`src/rtl/packet_fifo_v2_pkg.sv`:
```
// Shared sizing helpers and pointer wrap arithmetic for packet_fifo_v2.
package packet_fifo_v2_pkg;

  localparam int DEF_DEPTH = 32;
  localparam int DEF_PTR_W = $clog2(DEF_DEPTH);
  localparam int DEF_CNT_W = $clog2(DEF_DEPTH + 1);

  function automatic int ptr_w(input int depth);
    return (depth < 2) ? 1 : $clog2(depth);
  endfunction

  function automatic int cnt_w(input int depth);
    return $clog2(depth + 1);
  endfunction

  // Modulo-depth increment; depth need not be a power of two.
  function automatic int wrap_inc(input int p, input int depth);
    return (p == depth - 1) ? 0 : p + 1;
  endfunction

endpackage

```
`src/rtl/packet_fifo_v2_ptr_wrap.sv`:
```
// Pointer register: advances by one on en, wraps DEPTH-1 -> 0.
// Updates on the clock edge after en; no backpressure of its own.
module packet_fifo_v2_ptr_wrap
  import packet_fifo_v2_pkg::*;
#(
  parameter int DEPTH = DEF_DEPTH,
  parameter int PTR_W = ptr_w(DEPTH)
) (
  input  logic             clk,
  input  logic             rst,
  input  logic             en,
  output logic [PTR_W-1:0] ptr
);

  always_ff @(posedge clk or posedge rst) begin
    if (rst) begin
      ptr <= '0;
    end else if (en) begin
      ptr <= PTR_W'(wrap_inc(int'(ptr), DEPTH));
    end
  end

endmodule

```
`src/rtl/packet_fifo_v2.sv`:
```
// Packet FIFO with arbitrary depth, registered read port (1-cycle latency) and level flags.
// Write refused only when full with no read; optional sticky error flags under PACKET_FIFO_ERR_FLAGS_EN.
module packet_fifo_v2
  import packet_fifo_v2_pkg::*;
#(
  parameter int FIFO_DEPTH         = 32,
  parameter int DATA_LINE_WIDTH    = 40,
  parameter int CONTROL_LINE_WIDTH = 0,
  parameter int ALMOST_FULL_LVL    = FIFO_DEPTH - 4,
  parameter int ALMOST_EMPTY_LVL   = 4,
  localparam int PW = DATA_LINE_WIDTH + CONTROL_LINE_WIDTH,
  localparam int CW = cnt_w(FIFO_DEPTH),
  localparam int AW = ptr_w(FIFO_DEPTH)
) (
  input  logic          clk,
  input  logic          rst,
  input  logic          i_write_packet_en,
  input  logic [PW-1:0] i_write_packet,
  output logic          o_write_ready,
  input  logic          i_read_packet_en,
  output logic [PW-1:0] o_read_packet,
  output logic          o_read_valid,
  output logic          o_empty_flag,
  output logic          o_full_flag,
  output logic          o_almost_full,
  output logic          o_almost_empty,
`ifdef PACKET_FIFO_ERR_FLAGS_EN
  input  logic          i_err_clr,
  output logic          o_overflow,
  output logic          o_underflow,
`endif
  output logic [CW-1:0] o_count
);

  logic [PW-1:0] mem [FIFO_DEPTH];
  logic [AW-1:0] head;
  logic [AW-1:0] tail;
  logic [CW-1:0] count;
  logic          rd_acc;
  logic          wr_acc;

  assign o_empty_flag   = (count == '0);
  assign o_full_flag    = (count == CW'(FIFO_DEPTH));
  assign o_almost_full  = (int'(count) >= ALMOST_FULL_LVL);
  assign o_almost_empty = (int'(count) <= ALMOST_EMPTY_LVL);
  assign o_count        = count;

  // A read in the same cycle frees a slot, so a full FIFO can still take a write.
  assign o_write_ready = ~o_full_flag | i_read_packet_en;
  assign rd_acc        = i_read_packet_en & ~o_empty_flag;
  assign wr_acc        = i_write_packet_en & (~o_full_flag | rd_acc);

  packet_fifo_v2_ptr_wrap #(.DEPTH(FIFO_DEPTH), .PTR_W(AW)) u_head (
    .clk (clk),
    .rst (rst),
    .en  (rd_acc),
    .ptr (head)
  );

  packet_fifo_v2_ptr_wrap #(.DEPTH(FIFO_DEPTH), .PTR_W(AW)) u_tail (
    .clk (clk),
    .rst (rst),
    .en  (wr_acc),
    .ptr (tail)
  );

  // At full with read+write, head == tail: the read samples the old entry before it is overwritten.
  always_ff @(posedge clk) begin
    if (wr_acc) begin
      mem[tail] <= i_write_packet;
    end
  end

  always_ff @(posedge clk or posedge rst) begin
    if (rst) begin
      o_read_valid  <= 1'b0;
      o_read_packet <= '0;
    end else begin
      o_read_valid  <= rd_acc;
      o_read_packet <= rd_acc ? mem[head] : '0;
    end
  end

  always_ff @(posedge clk or posedge rst) begin
    if (rst) begin
      count <= '0;
    end else begin
      case ({wr_acc, rd_acc})
        2'b10:   count <= count + CW'(1);
        2'b01:   count <= count - CW'(1);
        default: count <= count;
      endcase
    end
  end

`ifdef PACKET_FIFO_ERR_FLAGS_EN
  logic ovf_set;
  logic unf_set;

  assign ovf_set = i_write_packet_en & ~o_write_ready;
  assign unf_set = i_read_packet_en & o_empty_flag;

  // Set beats clear when both happen in one cycle.
  always_ff @(posedge clk or posedge rst) begin
    if (rst) begin
      o_overflow  <= 1'b0;
      o_underflow <= 1'b0;
    end else begin
      o_overflow  <= ovf_set | (o_overflow & ~i_err_clr);
      o_underflow <= unf_set | (o_underflow & ~i_err_clr);
    end
  end
`endif

endmodule

```
`config.mk`:
```
export PLATFORM = sky130hd
export DESIGN_NAME = packet_fifo_v2
export DESIGN_NICKNAME = d
export VERILOG_FILES = /design/src/rtl/packet_fifo_v2_pkg.sv /design/src/rtl/packet_fifo_v2_ptr_wrap.sv /design/src/rtl/packet_fifo_v2.sv
export SDC_FILE = /design/constraint.sdc
export NUM_CORES = 1
export LEC_CHECK = 0
export BUFFER_PORTS_ARGS = -buffer_cell sky130_fd_sc_hd__buf_2
export CORE_ASPECT_RATIO = 1.4
export CORE_MARGIN = 5
export CORE_UTILIZATION = 55
export CTS_CLUSTER_DIAMETER = 30
export CTS_CLUSTER_SIZE = 10
export DETAILED_ROUTE_END_ITERATION = 16
export GPL_ROUTABILITY_DRIVEN = 0
export PLACE_DENSITY = 0.74
export SYNTH_ARGS = -nofsm -noshare
export SYNTH_HDL_FRONTEND = slang
export SYNTH_SLANG_ARGS = --single-unit
```
`constraint.sdc`:
```
create_clock -name clk -period 3.3 [get_ports clk]
set_clock_uncertainty 0.05 [all_clocks]
set_input_delay 0.33 -clock clk [delete_from_list [all_inputs] [get_ports clk]]
set_output_delay 0.33 -clock clk [all_outputs]
set_load 0.05 [all_outputs]
```
**After elaboration in Yosys (flattened, before gate mapping)**

Memories as Yosys holds them, arrays and structs flattened.
Cells that the tools add are included.

- Bits in registers: 57
- Latch bits: 0
- Memory bits (writable): 1280
- Bits in read-only memories: 0
- Input port bits: 44
- Output and inout port bits: 52
- Word-level logic and storage cells: 31
- Memories kept: 1

Memory list:

| name | depth | width | rd ports | clocked after Yosys merged registers in | write ports | RTL line | text |
|---|---|---|---|---|---|---|---|
| mem | 32 | 40 | 1 | 0 | 1 | packet_fifo_v2.sv:35 | `logic [PW-1:0] mem [FIFO_DEPTH];` |

- Add/subtract/negate cells: 4
- Multipliers: 0
- Divide/modulo/power cells: 0
- Magnitude comparators: 2
- Equality and inequality tests: 5
- Shift-type cells: 0
- Muxes and demuxes: 6
- Bitwise operators: 6
- Reduce and logical (&&, ||, !) cells: 2

Operators with widths:

| kind | count |
|---|---|
| $mux W40 | 1 |
| $pmux W6 S2 | 1 |
| $add A5 B1 Y5 const B | 2 |
| $eq A5 B1 Y1 const B | 2 |
| $mux W5 | 2 |
| $add A6 B1 Y6 const B | 1 |
| $eq A6 B6 Y1 const B | 1 |
| $ge A6 B5 Y1 const B | 1 |
| $le A6 B3 Y1 const B | 1 |
| $logic_not A6 Y1 | 1 |
| $sub A6 B1 Y6 const B | 1 |
| $and A1 B1 Y1 | 2 |
| $eq A2 B1 Y1 const B | 1 |
| $eq A2 B2 Y1 const B | 1 |
| $mux W1 | 2 |
| $not A1 Y1 | 2 |
| $or A1 B1 Y1 | 2 |
| $reduce_bool A2 Y1 | 1 |

**Depth between registers and ports, before layout**

- Depth in word-level cells: 7
- Mapped depth: 9
- Depth with buffers taken out: 9

**Cells and area by module**

From an unflattened synthesis, not the netlist that was laid out.

- Cells, all modules: 2206
- Area total of the unflattened synthesis: 50727.4 µm²

By module, submodules not included:

| module | instances | cells each | area each (µm²) | seq. area each (µm²) |
|---|---|---|---|---|
| packet_fifo_v2 | 1 | 2164 | 50234.4 | 39613.0 |
| packet_fifo_v2_ptr_wrap | 2 | 21 | 246.5 | 125.1 |

**Worst setup path before layout**

OpenSTA, ideal clock, no wires.

- Path type: register -> register
- Start point: reg count[0], in the netlist o_count[0]
- End point: mem mem[31][0] (netlist bit) (enable)
- Library setup time: 0.438 ns
- Arrival: 3.289 ns
- Required time: 2.812 ns
- Setup slack: -0.476 ns
- Stages on the path, launching flop included: 6
- Buffers on the path: 0
- Clock period less this slack: 3.776 ns
- Cell sequence: dfrtp_1 -> nor3_1 -> nand3_1 -> o21a_1 -> nand2_1 -> nor2_1

- Word-level cells in the longest chain between the ends: 7
- Elaborated cells between the ends (all ways): 9
- Those cells by class: 1 x eq/ne; 2 x mux; 5 x bitwise; 1 x reduce/logical

Ends and longest elaborated chain:

| what | RTL line | text |
|---|---|---|
| start: declaration | packet_fifo_v2.sv:38 | `logic [CW-1:0] count;` |
| start signal: assignment | packet_fifo_v2.sv:89 | `2'b10: count <= count + CW'(1);` |
| start signal: assignment | packet_fifo_v2.sv:90 | `2'b01: count <= count - CW'(1);` |
| start signal: assignment | packet_fifo_v2.sv:91 | `default: count <= count;` |
| $logic_not A6 Y1 | packet_fifo_v2.sv:42 | `assign o_empty_flag = (count == '0);` |
| $not A1 Y1 | packet_fifo_v2.sv:50 | `assign rd_acc = i_read_packet_en & ~o_empty_flag;` |
| $and A1 B1 Y1 | packet_fifo_v2.sv:50 |  |
| $or A1 B1 Y1 * | packet_fifo_v2.sv:51 | `assign wr_acc = i_write_packet_en & (~o_full_flag \| rd_acc);` |
| $and A1 B1 Y1 * | packet_fifo_v2.sv:51 |  |
| $mux W1 * | packet_fifo_v2.sv:69 | `if (wr_acc) begin` |
| $mux W1 (implied by the code) * | packet_fifo_v2.sv:70 | `mem[tail] <= i_write_packet;` |
| end: declaration | packet_fifo_v2.sv:35 |  |

Every way passes the cells marked *; elsewhere a longest branch is shown, timed or not.

**Final worst setup path**

- Start point: reg count[0], in the netlist o_count[0]
- End point: reg count[5], in the netlist o_count[5]

- Word-level cells in the longest chain between the ends: 7
- Elaborated cells between the ends (all ways): 13
- Those cells by class: 2 x add/sub; 3 x eq/ne; 1 x mux; 5 x bitwise; 2 x reduce/logical

Ends and longest elaborated chain:

| what | RTL line | text |
|---|---|---|
| $logic_not A6 Y1 | packet_fifo_v2.sv:42 |  |
| $not A1 Y1 | packet_fifo_v2.sv:50 |  |
| $and A1 B1 Y1 | packet_fifo_v2.sv:50 |  |
| $or A1 B1 Y1 | packet_fifo_v2.sv:51 |  |
| $and A1 B1 Y1 | packet_fifo_v2.sv:51 |  |
| $eq A2 B1 Y1 / $eq A2 B2 Y1 (equally long branches) | packet_fifo_v2.sv:88 | `case ({wr_acc, rd_acc})` |
| $pmux W6 S2 / $reduce_bool A2 Y1 (equally long branches) | -- |  |

Parallel ways exist; a longest one is shown, timed or not.
A chain may end at the register's enable or synchronous reset.

==> flow_metrics.env <==
export IMPL_die_w_microns=267
export IMPL_ant_nets=0
export IMPL_nNetsFinal=2487
export IMPL_synth_area_leader_cell="edfxtp_1"
export IMPL_hpwl_mm=65.8
export IMPL_synth_area_sq_um=50800
export IMPL_numCtsBuffers=174
export IMPL_drc=0
export IMPL_n_fill_cell=5723
export IMPL_viasPerCell=6.46
export IMPL_grt_pass1_vias=25371
export IMPL_ys_top_cells_by_area="edfxtp_1, mux4_2, mux2i_1, dfrtp_1, o221ai_1"
export IMPL_drt_total_wl_mm=118
export IMPL_peakVddDrop_mv=0.604
export IMPL_rr_worst_depth=9
export IMPL_dr_first_iter_drc_count=3344
export IMPL_rsz0062_at_grt="no"
export IMPL_core_area_sq_um=92200
export IMPL_first_pass_iters=7
export IMPL_timing_final_crit_share_pct=90.2
export IMPL_area_growth_pct=17.5
export IMPL_rows=132
export IMPL_async_flop_share_pct=4.26
export IMPL_cp_num_buf_inv=0
export IMPL_worstPathArrival_ps=3540
export IMPL_synth_most_common_cell="edfxtp_1"
export IMPL_worst_path_max_delay_cell="dfrtp_1"
export IMPL_synth_main_ff_cell="edfxtp_1"
export IMPL_wl_per_cell_microns=31.2
export IMPL_maxCapViolations=0
export IMPL_syn_inst=2151
export IMPL_crit_required_ps=3860
export IMPL_syn_nets=2207
export IMPL_vias=24380
export IMPL_worst_slew_pin_slew_ps=840
export IMPL_slowest_delay_ps=480
export IMPL_placed_cells=3449
export IMPL_fin_area_sq_um=59700
export IMPL_holdCritPathClass="in -> reg"
export IMPL_finalMaxSlewViolations=0
export IMPL_worstSetupPathType="reg -> reg"
export IMPL_holdPathStages=1
export IMPL_min_period_ps=2980
export IMPL_r2r_slack_ps=320
export IMPL_power_density_nw_per_um2=826
export IMPL_yosysTopAreaCellShare_pct=75.6
export IMPL_fmax_ghz=0.336
export IMPL_synth_edff_count=1280
export IMPL_multiInputGateArea_sq_um=10600
export IMPL_die_h_microns=370
export IMPL_place_area_sq_um=53900
export IMPL_initial_core_util_pct=55.1
export IMPL_yosys_warnings=0
export IMPL_cp_depth=9
export IMPL_start_kind="flop"
export IMPL_cp_cell_sequence="or3_4, o21ai_4, nor2_1, ha_1, a211oi_1, o21bai_1, a21o_1, mux2i_1, o221ai_1"
export IMPL_synth_common_cells="edfxtp_1, mux4_2, mux2i_1, dfrtp_1, buf_2"
export IMPL_clock_sinks=1337
export IMPL_grt_pass1_wl_mm=175
export IMPL_ys_types=42
export IMPL_seq_area_frac_synth_pct=78.4
export IMPL_portBuffers=95
export IMPL_setup_tns_ps=0
export IMPL_status="finished, final reports clean"
export IMPL_seq_area_sq_um=39900
export IMPL_grt_ovfl_total=0
export IMPL_clockBufferDepth=3
export IMPL_finalNonFillerCells=3775
export IMPL_whs_ps=49.5
export IMPL_crit_family="compound AO/OA/AOI/OAI gates"
export IMPL_setup_violations=0
export IMPL_drive_gt1_share_pct=31.9
export IMPL_relSlewSlack_pct=44.0
export IMPL_io_pins=96
export IMPL_track_usage_pct=24.3
export IMPL_cts_tree="built"
export IMPL_avgSynthCellArea_sq_um=23.6
export IMPL_end_kind="flop"
export IMPL_cts_htree_levels=4
export IMPL_clk_pin_slew_worst_paths_ps=50
export IMPL_finalHoldViolations=0
export IMPL_dieArea_sq_um=98700
export IMPL_p_leak_nw=19.9
export IMPL_cp_max_fo=10
export IMPL_antenna_found_initial=0
export IMPL_grt_max_degree=49
export IMPL_post_route_util_pct=64.8
export IMPL_clock_latency_ps=770
export IMPL_synth_ff_latch_count=1337
export IMPL_cts_root_buffer="clkbuf_16"
==> metrics by stage <==
stage | total power, mW | setup slack (ps)
after floorplan | 27.5 | -476
after global placement | 31.0 | 472
after detailed placement | 31.2 | 384
after CTS | 49.6 | 370
after global routing | 51.0 | 163
final | 49.3 | 322
==> registers in the layout (all words and copies together), names as in the netlist <==
| signal | count |
|---|---|
| o_read_packet | 40 |
| mem | 1280 |
| o_read_valid | 1 |
| u_tail.ptr | 5 |
| u_head.ptr | 5 |
| o_count | 6 |
==> final timing paths <==
path / startpoint / end
min in group asynchronous: rst / o_read_packet[5]
worst max register to register: o_count[0] / o_count[5]
worst min register to register: o_count[4] / o_count[4]
worst max-delay path: o_count[0] / o_count[5]
max in group asynchronous: rst / u_head.ptr[3]
worst min-delay path: i_write_packet[21] / mem[28][21]
==> area by class of cell <==
class | instances | area share, %
clock buffers | 256 | 8.20
repair buffers | 215 | 3.32
multi-input cells | 697 | 17.8
well taps | 1206 | 2.53
clock inverters | 57 | 1.33
inverters | 6 | 0.0398
diodes | 1 | 0.00419
flip-flops and latches | 1337 | 66.8
==> per-layer routing <==
metal / global-route usage, % / up-vias / share of wire, %
li1: - / 9787 / -
met1: 34.5 / 12991 / 38
met2: 39.0 / 1387 / 50
met3: 5.14 / 215 / 9.3
met4: 7.27 / 0 / 2.6
met5: 0 / - / 0
==> cells in the final DEF, fill, tap and decap left out, types with 2 or more instances in the layout <==
master / count
nor2_1: 10
mux2_2: 5
bufinv_16: 15
nor2_4: 32
nand2b_1: 2
edfxtp_1: 1280
buf_2: 95
dfrtp_1: 53
clkbuf_1: 63
o22a_1: 40
dfrtp_4: 4
xnor2_1: 3
dlygate4sd3_1: 12
clkbuf_8: 15
inv_6: 7
a21oi_1: 3
nand3b_1: 5
ha_1: 11
clkinvlp_4: 5
a21o_1: 3
clkinv_4: 4
nor3_1: 2
nand3_1: 5
mux4_2: 320
clkinv_2: 16
a211oi_1: 2
and3_1: 2
nand2_1: 21
o21ai_0: 8
buf_12: 46
inv_1: 4
or3_1: 3
buf_4: 62
o221ai_1: 41
o21a_1: 2
clkinv_1: 5
clkinv_8: 4
mux2i_1: 162
clkbuf_16: 178
==> power by group <==
| group | total [mW] | leakage [nW] | switching [mW] | internal (mW) |
|---|---|---|---|---|
| combinational | 10.6 | 4.86 | 6.15 | 4.43 |
| clock | 18.3 | 2.75 | 6.83 | 11.4 |
| sequential | 20.4 | 12.2 | 0.749 | 19.7 |
==> timing repair <==
item,in CTS,in global routing
hold buffers,12,0
hold endpoints to repair,170,0
buffers inserted,0,0
resized for setup,0,0
==> cells by family after synthesis <==
kind of cell,Yosys count,synth area share (%)
DFF,1337,78.4
and+or+nand+nor,90,0.815
AOI/OAI and AO/OA,104,1.73
muxes,487,17.5
adders and majority gates,12,0.310
buffers and inverters,117,1.15
xor gates and xnor gates,4,0.0690
==> worst register-to-register path: stages (launching register included) <==
cell	delay [ps]
dfrtp_1	480
or3_4	460
o21ai_4	310
nor2_1	230
ha_1	350
a211oi_1	240
o21bai_1	110
a21o_1	230
mux2i_1	200
o221ai_1	170
Note: power is estimated with default switching activity, not from simulation.
